[src/rtl/call_stack.sv]
// Return-address stack for the CPU control path: push/pop/replace-top with
// flush, occupancy count and sticky overflow/underflow flags.
module call_stack #(
  parameter  int WIDTH = 10,
  parameter  int DEPTH = 16,
  localparam int CW    = $clog2(DEPTH + 1)
) (
  input  logic             clk,
  input  logic             reset,
  input  logic             push,
  input  logic             pop,
  input  logic             flush,
  input  logic             clr_err,
  input  logic [WIDTH-1:0] din,
  output logic [WIDTH-1:0] dout,
  output logic [CW-1:0]    count,
  output logic             empty,
  output logic             full,
  output logic             overflow,
  output logic             underflow
);

  localparam int AW = $clog2(DEPTH);

  typedef enum logic [2:0] {
    OP_HOLD,
    OP_FLUSH,
    OP_PUSH,
    OP_POP,
    OP_REPLACE,
    OP_OVERFLOW,
    OP_UNDERFLOW
  } op_e;

  logic [WIDTH-1:0] mem [DEPTH];
  op_e              op;
  logic [AW-1:0]    top_idx;
  logic [AW-1:0]    wr_idx;
  logic             mem_we;

  assign empty   = (count == '0);
  assign full    = (count == CW'(DEPTH));
  assign top_idx = AW'(count - CW'(1));

  // One operation per edge; push+pop on an empty stack degrades to a plain push.
  always_comb begin
    op = OP_HOLD;
    if (flush) begin
      op = OP_FLUSH;
    end else if (push && pop) begin
      op = empty ? OP_PUSH : OP_REPLACE;
    end else if (push) begin
      op = full ? OP_OVERFLOW : OP_PUSH;
    end else if (pop) begin
      op = empty ? OP_UNDERFLOW : OP_POP;
    end
  end

  always_comb begin
    mem_we = 1'b0;
    wr_idx = '0;
    case (op)
      OP_PUSH: begin
        mem_we = 1'b1;
        wr_idx = AW'(count);
      end
      OP_REPLACE: begin
        mem_we = 1'b1;
        wr_idx = top_idx;
      end
      default: begin
        mem_we = 1'b0;
        wr_idx = '0;
      end
    endcase
  end

  // Storage is deliberately not reset; entries at or above count are never shown.
  always_ff @(posedge clk) begin
    if (mem_we) begin
      mem[wr_idx] <= din;
    end
  end

  always_ff @(posedge clk or negedge reset) begin
    if (!reset) begin
      count <= '0;
    end else begin
      case (op)
        OP_FLUSH: count <= '0;
        OP_PUSH:  count <= count + CW'(1);
        OP_POP:   count <= count - CW'(1);
        default:  count <= count;
      endcase
    end
  end

  // A new error event in the same cycle as clr_err wins over the clear.
  always_ff @(posedge clk or negedge reset) begin
    if (!reset) begin
      overflow  <= 1'b0;
      underflow <= 1'b0;
    end else begin
      overflow  <= (overflow  & ~clr_err) | (op == OP_OVERFLOW);
      underflow <= (underflow & ~clr_err) | (op == OP_UNDERFLOW);
    end
  end

  assign dout = empty ? '0 : mem[top_idx];

endmodule

[config.mk]
export PLATFORM = sky130hd
export DESIGN_NAME = call_stack
export DESIGN_NICKNAME = d
export VERILOG_FILES = /design/src/rtl/call_stack.sv
export SDC_FILE = /design/constraint.sdc
export NUM_CORES = 1
export LEC_CHECK = 0
export CORE_UTILIZATION = 25
export CTS_CLUSTER_DIAMETER = 80
export DETAILED_ROUTE_END_ITERATION = 7
export PLACE_DENSITY = 0.5
export REMOVE_ABC_BUFFERS = 1
export SLEW_MARGIN = 20
export SYNTH_ARGS = -nofsm -noshare
export SYNTH_HDL_FRONTEND = slang
export SYNTH_SLANG_ARGS = --single-unit
[constraint.sdc]
create_clock -name clk -period 5.75 [get_ports clk]
set_clock_uncertainty 0.1 [all_clocks]
set_input_delay 1.725 -clock clk [delete_from_list [all_inputs] [get_ports clk]]
set_output_delay 1.725 -clock clk [all_outputs]
set_load 0.02 [all_outputs]
==> results.cfg, run 1 <==
[yosys]
synth-compound-area-share = 0.0549
yosysWarningCount = 0
synthArstFlopShare = 0.0419
avgSynthCellArea_um2 = 18.9
seq_area_frac_synth = 0.711
synthCells = 370
synthAdderAreaFrac = 0.00536
synth.distinct_cells = 53
synth_edf_count = 160
synth_xor_area_frac = 0.00250
synthMuxAreaShare = 0.159
syn_area_um2 = 7000
synth_ff_type = edfxtp_1
yosys.area_share.simple = 0.0450
synth_top_family_by_area = multiplexers
ys_ff_latch = 167

[clock_network]
post_cts_buffers = 0
cts.sinks = 167
clockBufferDepth = 2
holdBufCountCts = 0
clock_latency_ns = 0.42
cts_tree = done
clk_pin_slew_ns = 0.06
cts_buffers = 17
ctsResizeCount = 0
root_buffer = clkbuf_16
h-tree-depth = 4

[sta]
worst_pin_slew_ns = 0.994
finalCritPeriodShare = 0.916
hold_violations = 0
maxSlewHeadroom = 0.334
finalSetupViolations = 0
finalCriticalPeriod_ns = 5.27
max_freq_mhz = 190
slew_violations = 0
holdWs_ns = 0.439
rsz0062_at_grt = false

[global_route]
track_usage = 0.115
globalRouteOverflowTotal = 0
grt_max_degree = 40
antenna_found_initial = 0
grt_pass1_vias = 3888
grt_first_pass_wirelength_mm = 23.9

[placed_design]
place_inst = 770
dp_hpwl_mm = 9.90
gp_congestion = 0.830
place_area_um2 = 7900
io_buffers = 34

[drt]
via_per_inst = 4.58
drcViolationCount = 0
drtIter0Drc = 365
wl_per_cell_um = 19.3
postRouteAntennaNets = 0
routed_wl_mm = 15.5
num_vias = 3670
drt-pass1-iter-count = 4

[die]
start_util = 0.258
core_um2 = 27200
ios = 35
die_h_um = 169
dieArea_um2 = 28700
std_cell_rows = 60
die_x_um = 169

[finish]
n_antenna_cell = 0
utilization = 0.312
layout.cells.non_filler = 802
fin_area_um2 = 8470
final_cell_mix = edfxtp_1 (160), mux4_2 (40), clkdlybuf4s50_1 (34)
nNetsFinal = 436
final_common_cell = edfxtp_1
drive_gt1_frac = 0.247
syn_to_final_growth_pct = 20.9

[worst_setup_path]
cp.arrival_ns = 3.44
worstSetupEndpointType = primary output
start_kind = flip-flop
crit_type = flip-flop to primary output
critPathMaxFanout = 33
cp.required_ns = 3.92

[hold_path]
min_path_type = flip-flop to flip-flop

[job]
drv_cap = 0

[power]
powerDensity_nw_per_um2 = 525
power.total_mw = 4.45
p_leak_nw = 2.64
vdd_ir_drop_max_v = 0.000292

[run_status]
status = complete, no violations
## cell usage after synthesis, types with 2 or more instances
master,instances,area (um^2)
dfrtp_1,7,175
nor2_1,10,37.5
a21oi_1,5,25.0
o211ai_1,3,22.5
o22ai_1,12,75.1
nand3_1,6,30.0
inv_1,8,30.0
nor2b_1,3,18.8
nand2b_1,2,12.5
a221oi_1,2,17.5
nand2_1,3,11.3
mux2i_1,21,210
o21ai_0,4,20.0
clkbuf_1,14,52.6
ha_1,3,37.5
or3_1,2,12.5
a41oi_1,2,17.5
buf_2,4,20.0
a211oi_1,6,45.0
o32ai_1,2,17.5
nor3_1,14,70.1
a31oi_1,4,25.0
mux4_2,40,901
a22oi_1,3,22.5
buf_6,3,33.8
edfxtp_1,160,4800
## critical path: stages, from the launching register on
cell and delay (ns):
dfrtp_4 0.58, inv_1 0.17, ha_2 0.58, buf_12 0.28, mux4_2 0.37, mux2i_1 0.25, o22ai_1 0.16, clkdlybuf4s50_1 0.60
## final timing paths
kind / from / end / slack [ns] / depth (start not counted)
min in group asynchronous: reset / count[2]$_DFFE_PN0P_ / 1.48 / 1
worst max register to register: count[0]$_DFFE_PN0P_ / mem[9][9]$_DFFE_PP_ / 2.34 / 6
worst min register to register: underflow$_DFF_PN0_ / underflow$_DFF_PN0_ / 0.44 / 2
worst min-delay path: underflow$_DFF_PN0_ / underflow$_DFF_PN0_ / 0.44 / 2
worst max-delay path: count[0]$_DFFE_PN0P_ / dout[4] / 0.48 / 7
max in group asynchronous: reset / count[0]$_DFFE_PN0P_ / 3.78 / 1
## layout make-up
class                           instances  area [um^2]
Fill cell                            2675        18700
Sequential cell                       167         4980
Clock buffer                           20          437
Timing Repair Buffer                   50          473
Tap cell                              372          465
Inverter                                9         46.3
Multi-Input combinational cell        172         1940
Clock inverter                         12          128
## report_power, final
| part | internal (mW) | total [mW] | leakage (nW) | switching, mW |
|---|---|---|---|---|
| clock network | 0.640 | 1.10 | 0.277 | 0.456 |
| registers | 1.49 | 1.57 | 1.54 | 0.0835 |
| logic | 0.774 | 1.78 | 0.827 | 1.01 |
## through the flow
| step | worst slack, ns | setup TNS [ns] |
|---|---|---|
| detailed placement | 0.867 | 0 |
| global placement | 0.907 | 0 |
| CTS | 0.390 | 0 |
| global route | 0.228 | 0 |
| finish | 0.480 | 0 |
| floorplan | -0.924 | -9.24 |
## state kept, by name (all words and copies together), names as in the netlist
register,flops
mem,160
underflow,1
count,5
overflow,1
## layer usage
metal	up-vias	share of wire	GRT usage	wire length (um)
li1	1639	-	-	-
met1	1937	0.45	0.153	7030
met2	86	0.49	0.186	7620
met3	8	0.049	0.0306	753
met4	0	0.0077	0.0302	119
met5	-	0	0	0
## cells by family (layout without fill, tap and decap cells)
family,count (synthesis),count (layout)
flops,167,167
compound gates,52,52
buf+inv,31,91
simple gates,54,54
mux,61,61
xor+xnor,2,2
fa+ha+maj,3,3
No activity file was read; power rests on OpenSTA's default activity.
==> run 2: changes to the inputs <==
Settings changed: CORE_MARGIN set to 2.
==> results.cfg, run 2 (synthesis results as in run 1) <==
[run_status]
status = complete, no violations

[drt]
wl_per_cell_um = 20.0
via_per_inst = 4.59
drtIter0Drc = 319
num_vias = 3742
drcViolationCount = 0
routed_wl_mm = 16.4
postRouteAntennaNets = 0
drt-pass1-iter-count = 4

[global_route]
grt_pass1_vias = 3942
track_usage = 0.117
grt_first_pass_wirelength_mm = 24.4
antenna_found_initial = 0
grt_max_degree = 46
globalRouteOverflowTotal = 0

[sta]
maxSlewHeadroom = 0.356
tns_ns = 0
setup_ws_ns = 0.479
slew_violations = 0
holdWs_ns = 0.432
hold_violations = 0
finalCriticalPeriod_ns = 5.27
max_freq_mhz = 190
finalCritPeriodShare = 0.917
rsz0062_at_grt = false
finalSetupViolations = 0
worst_pin_slew_ns = 0.963

[worst_setup_path]
critPathMaxFanout = 34
crit_type = flip-flop to primary output
r2r_start = count[1]$_DFFE_PN0P_
reg2reg_setup_slack_ns = 2.34
cp.arrival_ns = 3.45
cp_top_family = buffers and inverters
cpPeakStageDelay_ns = 0.64
critPathSlowestCell = buf_4
cp.required_ns = 3.92
path_buf_inv = 3
start_kind = flip-flop
reg2reg_to = mem[5][5]$_DFFE_PP_
crit_chain = buf_4 > buf_4 > mux4_2 > mux2i_1 > o22ai_1 > clkdlybuf4s50_1
worstSetupEndpointType = primary output
path_common_cell = buf_4
reg2reg_depth = 7

[clock_network]
holdBufCountCts = 0
clockBufferDepth = 2
cts_buffers = 17
h-tree-depth = 4
post_cts_buffers = 0
cts.sinks = 167
cts_tree = done
clk_pin_slew_ns = 0.06
clock_latency_ns = 0.42
root_buffer = clkbuf_16
ctsResizeCount = 0

[die]
start_util = 0.253
die_h_um = 171
die_x_um = 171
ios = 35
dieArea_um2 = 29400
std_cell_rows = 61
core_um2 = 27700

[hold_path]
worstHoldStart = underflow$_DFF_PN0_
min_to = underflow$_DFF_PN0_
min_path_type = flip-flop to flip-flop
hold_path_depth = 2

[placed_design]
post-place-ws_ns = 0.811
dp_hpwl_mm = 10.6
gp_congestion = 0.831
io_buffers = 34

[power]
vdd_ir_drop_max_v = 0.000465
powerDensity_nw_per_um2 = 523
p_leak_nw = 2.68

[finish]
largest-register = mem
n_antenna_cell = 0
final_cell_mix = edfxtp_1 (160), mux4_2 (40), clkdlybuf4s50_1 (34)
syn_to_final_growth_pct = 21.9
largest_reg_flops = 160
top_regs = mem: 160 flops, count: 5 flops
final-seq-area_um2 = 4980
final_common_cell = edfxtp_1
multi_input_area_um2 = 1950
drive_gt1_frac = 0.274
fill_cells = 2668
nNetsFinal = 444

[job]
drv_cap = 0
[run 2: cell types whose count changed in the layout (fill, tap and decap cells not counted), sizes merged]
cell and delta:
buf +8, clkbuf -3, clkinvlp +3, bufinv -2
clkinv +1, inv +1
[run 2: area by class of cell]
cell class	count	share of cell area
sequential	167	0.584
multi-input combinational	172	0.228
clock inverter	15	0.0148
clock buffer	17	0.0499
timing repair buffer	58	0.0625
tap	378	0.0554
inverter	9	0.00543
[run 2: power by group]
group	internal, mW	total, mW	leakage [nW]	switching, mW
clock network	0.561	1.04	0.264	0.483
logic	0.800	1.89	0.872	1.09
registers	1.48	1.54	1.54	0.0533
[run 2: worst min-delay path: stages (launching register included)]
cell and delay (ns):
dfrtp_1 0.38, inv_1 0.05, o32ai_1 0.06
[run 2: worst max path at each step]
stage                         start  endpoint  depth (start not counted)
2_1_floorplan  count[0]$_DFFE_PN0P_   dout[0]                          5
3_3_place_gp   count[0]$_DFFE_PN0P_   dout[3]                          6
3_5_place_dp   count[0]$_DFFE_PN0P_   dout[3]                          6
4_1_cts        count[0]$_DFFE_PN0P_   dout[3]                          6
5_1_grt        count[0]$_DFFE_PN0P_   dout[3]                          6
6_report       count[0]$_DFFE_PN0P_   dout[3]                          6
[run 2: metal layers]
| layer | global-route usage | wire [um] | up-vias |
|---|---|---|---|
| li1 | - | - | 1654 |
| met3 | 0.0336 | 787 | 15 |
| met5 | 0 | 0 | - |
| met1 | 0.164 | 7880 | 1978 |
| met2 | 0.176 | 7500 | 95 |
| met4 | 0.0343 | 199 | 0 |
[run 2: per-stage QoR]
stage	std cells	area [um^2]	power [mW]	utilization
after floorplan	348	6890	2.70	-
after global placement	784	7970	3.45	0.288
after detailed placement	784	7970	3.46	0.288
after CTS	816	8520	4.51	0.308
after global routing	816	8530	4.69	0.308
final	816	8530	4.47	0.308
==> run 3: changes to the inputs <==
Settings changed: CORE_MARGIN 2 to 4.
Clock period 5.75 ns to 6.2 ns, I/O delays scaled along.
==> results.cfg, run 3 (synthesis results as in run 1) <==
[drt]
via_per_inst = 4.69
met3_wirelength_um = 864
routed_wl_mm = 16.3
postRouteAntennaNets = 0
wl_met1_mm = 8.03
drcViolationCount = 0
met2WireLength_mm = 7.30
wl_per_cell_um = 20.2
top_layer_used = met4
drtIter0Drc = 285
drt-pass1-iter-count = 4
num_vias = 3797

[clock_network]
root_buffer = clkbuf_16
clk_pin_slew_ns = 0.07
h-tree-depth = 4
ctsResizeCount = 0
holdBufCountCts = 0
cts.sinks = 167
cts_tree = done
post_cts_buffers = 0
clockBufferDepth = 2
clock_latency_ns = 0.42
cts_buffers = 17

[power]
powerDensity_nw_per_um2 = 493
p_leak_nw = 2.69
vdd_ir_drop_max_v = 0.000304

[die]
start_util = 0.257
ios = 35
dieArea_um2 = 30700
core_um2 = 27300
std_cell_rows = 60
die_h_um = 175
die_x_um = 175

[worst_setup_path]
worstSetupEndpointType = primary output
cp-endpoint = dout[1]
reg2reg_setup_slack_ns = 2.74
crit_type = flip-flop to primary output
cp.required_ns = 4.24
reg2reg_depth = 7
r2r_start = count[1]$_DFFE_PN0P_
critPathMaxFanout = 22
cp.arrival_ns = 3.60
start_kind = flip-flop
reg2reg_to = mem[0][0]$_DFFE_PP_
startpoint = count[1]$_DFFE_PN0P_

[sta]
worst_pin_slew_ns = 0.986
maxSlewHeadroom = 0.340
finalCritPeriodShare = 0.897
slew_violations = 0
finalSetupViolations = 0
holdWs_ns = 0.448
max_freq_mhz = 180
hold_violations = 0
finalCriticalPeriod_ns = 5.56
rsz0062_at_grt = false

[global_route]
grt_pass1_vias = 3908
grt_first_pass_wirelength_mm = 25.0
track_usage = 0.110
grt_max_degree = 54
antenna_found_initial = 0
globalRouteOverflowTotal = 0

[finish]
nNetsFinal = 444
drive_gt1_frac = 0.259
largest-register = mem
syn_to_final_growth_pct = 21.9
utilization = 0.313
n_antenna_cell = 0
largest_reg_flops = 160
final_common_cell = edfxtp_1
fill_cells = 2650
top_regs = mem: 160 flops, count: 5 flops
final_cell_mix = edfxtp_1 (160), mux4_2 (40), clkdlybuf4s50_1 (34)

[placed_design]
dp_hpwl_mm = 10.7
io_buffers = 34
gp_congestion = 0.793

[hold_path]
min_path_type = flip-flop to flip-flop

[run_status]
status = complete, no violations

[job]
drv_cap = 0
[run 3: changes by cell type in the layout (fill, tap and decap cells not counted), moves of 2 or more]
cell	previous run	this run
nor3_4	2	0
bufinv_16	0	3
clkinv_4	5	1
clkinv_2	3	0
clkinv_1	0	5
clkinvlp_4	3	1
nor3_2	6	8
[run 3: worst min-delay path by stage]
| stage | from | endpoint | slack [ns] | cells past startpoint |
|---|---|---|---|---|
| 4_1_cts | underflow$_DFF_PN0_ | underflow$_DFF_PN0_ | 0.45 | 2 |
| 3_5_place_dp | underflow$_DFF_PN0_ | underflow$_DFF_PN0_ | 0.44 | 2 |
| 5_1_grt | overflow$_DFF_PN0_ | overflow$_DFF_PN0_ | 0.48 | 2 |
| 3_3_place_gp | underflow$_DFF_PN0_ | underflow$_DFF_PN0_ | 0.41 | 2 |
| 2_1_floorplan | underflow$_DFF_PN0_ | underflow$_DFF_PN0_ | 0.51 | 2 |
| 6_report | underflow$_DFF_PN0_ | underflow$_DFF_PN0_ | 0.45 | 2 |
[run 3: final cells by class]
class	instances	area, um^2	area share
repair buffers	58	520	0.0610
clock buffers	18	429	0.0503
well taps	372	465	0.0545
clock inverters	13	151	0.0177
flip-flops and latches	167	4980	0.583
multi-input cells	172	1940	0.228
inverters	9	46.3	0.00542
[run 3: layer usage]
layer / GRT usage / vias to the layer above
li1: - / 1663
met3: 0.0256 / 10
met2: 0.158 / 100
met4: 0.0295 / 0
met5: 0 / -
met1: 0.168 / 2024
[run 3: stage by stage]
step	setup TNS, ns	setup WS [ns]	instances	cell area [um^2]	power (mW)
after global placement	0	1.01	778	7950	3.19
after global routing	0	0.434	809	8540	4.43
final	0	0.641	809	8540	4.21
after detailed placement	0	1.06	778	7950	3.20
after CTS	0	0.589	809	8530	4.26
after floorplan	-6.09	-0.609	348	6890	2.50
[run 3: critical path, cell delays in order, from the launching register on]
cell and delay, ns:
dfrtp_1 0.54, inv_1 0.19, ha_2 0.76, buf_4 0.37, mux4_2 0.34, mux2i_1 0.22, o22ai_1 0.15, clkdlybuf4s50_1 0.59
[run 3: where the power goes]
group	internal (mW)	leakage, nW	switching, mW
Combinational	0.730	0.865	1.00
Sequential	1.38	1.54	0.0496
Clock	0.629	0.279	0.423
Total	2.74	2.69	1.47
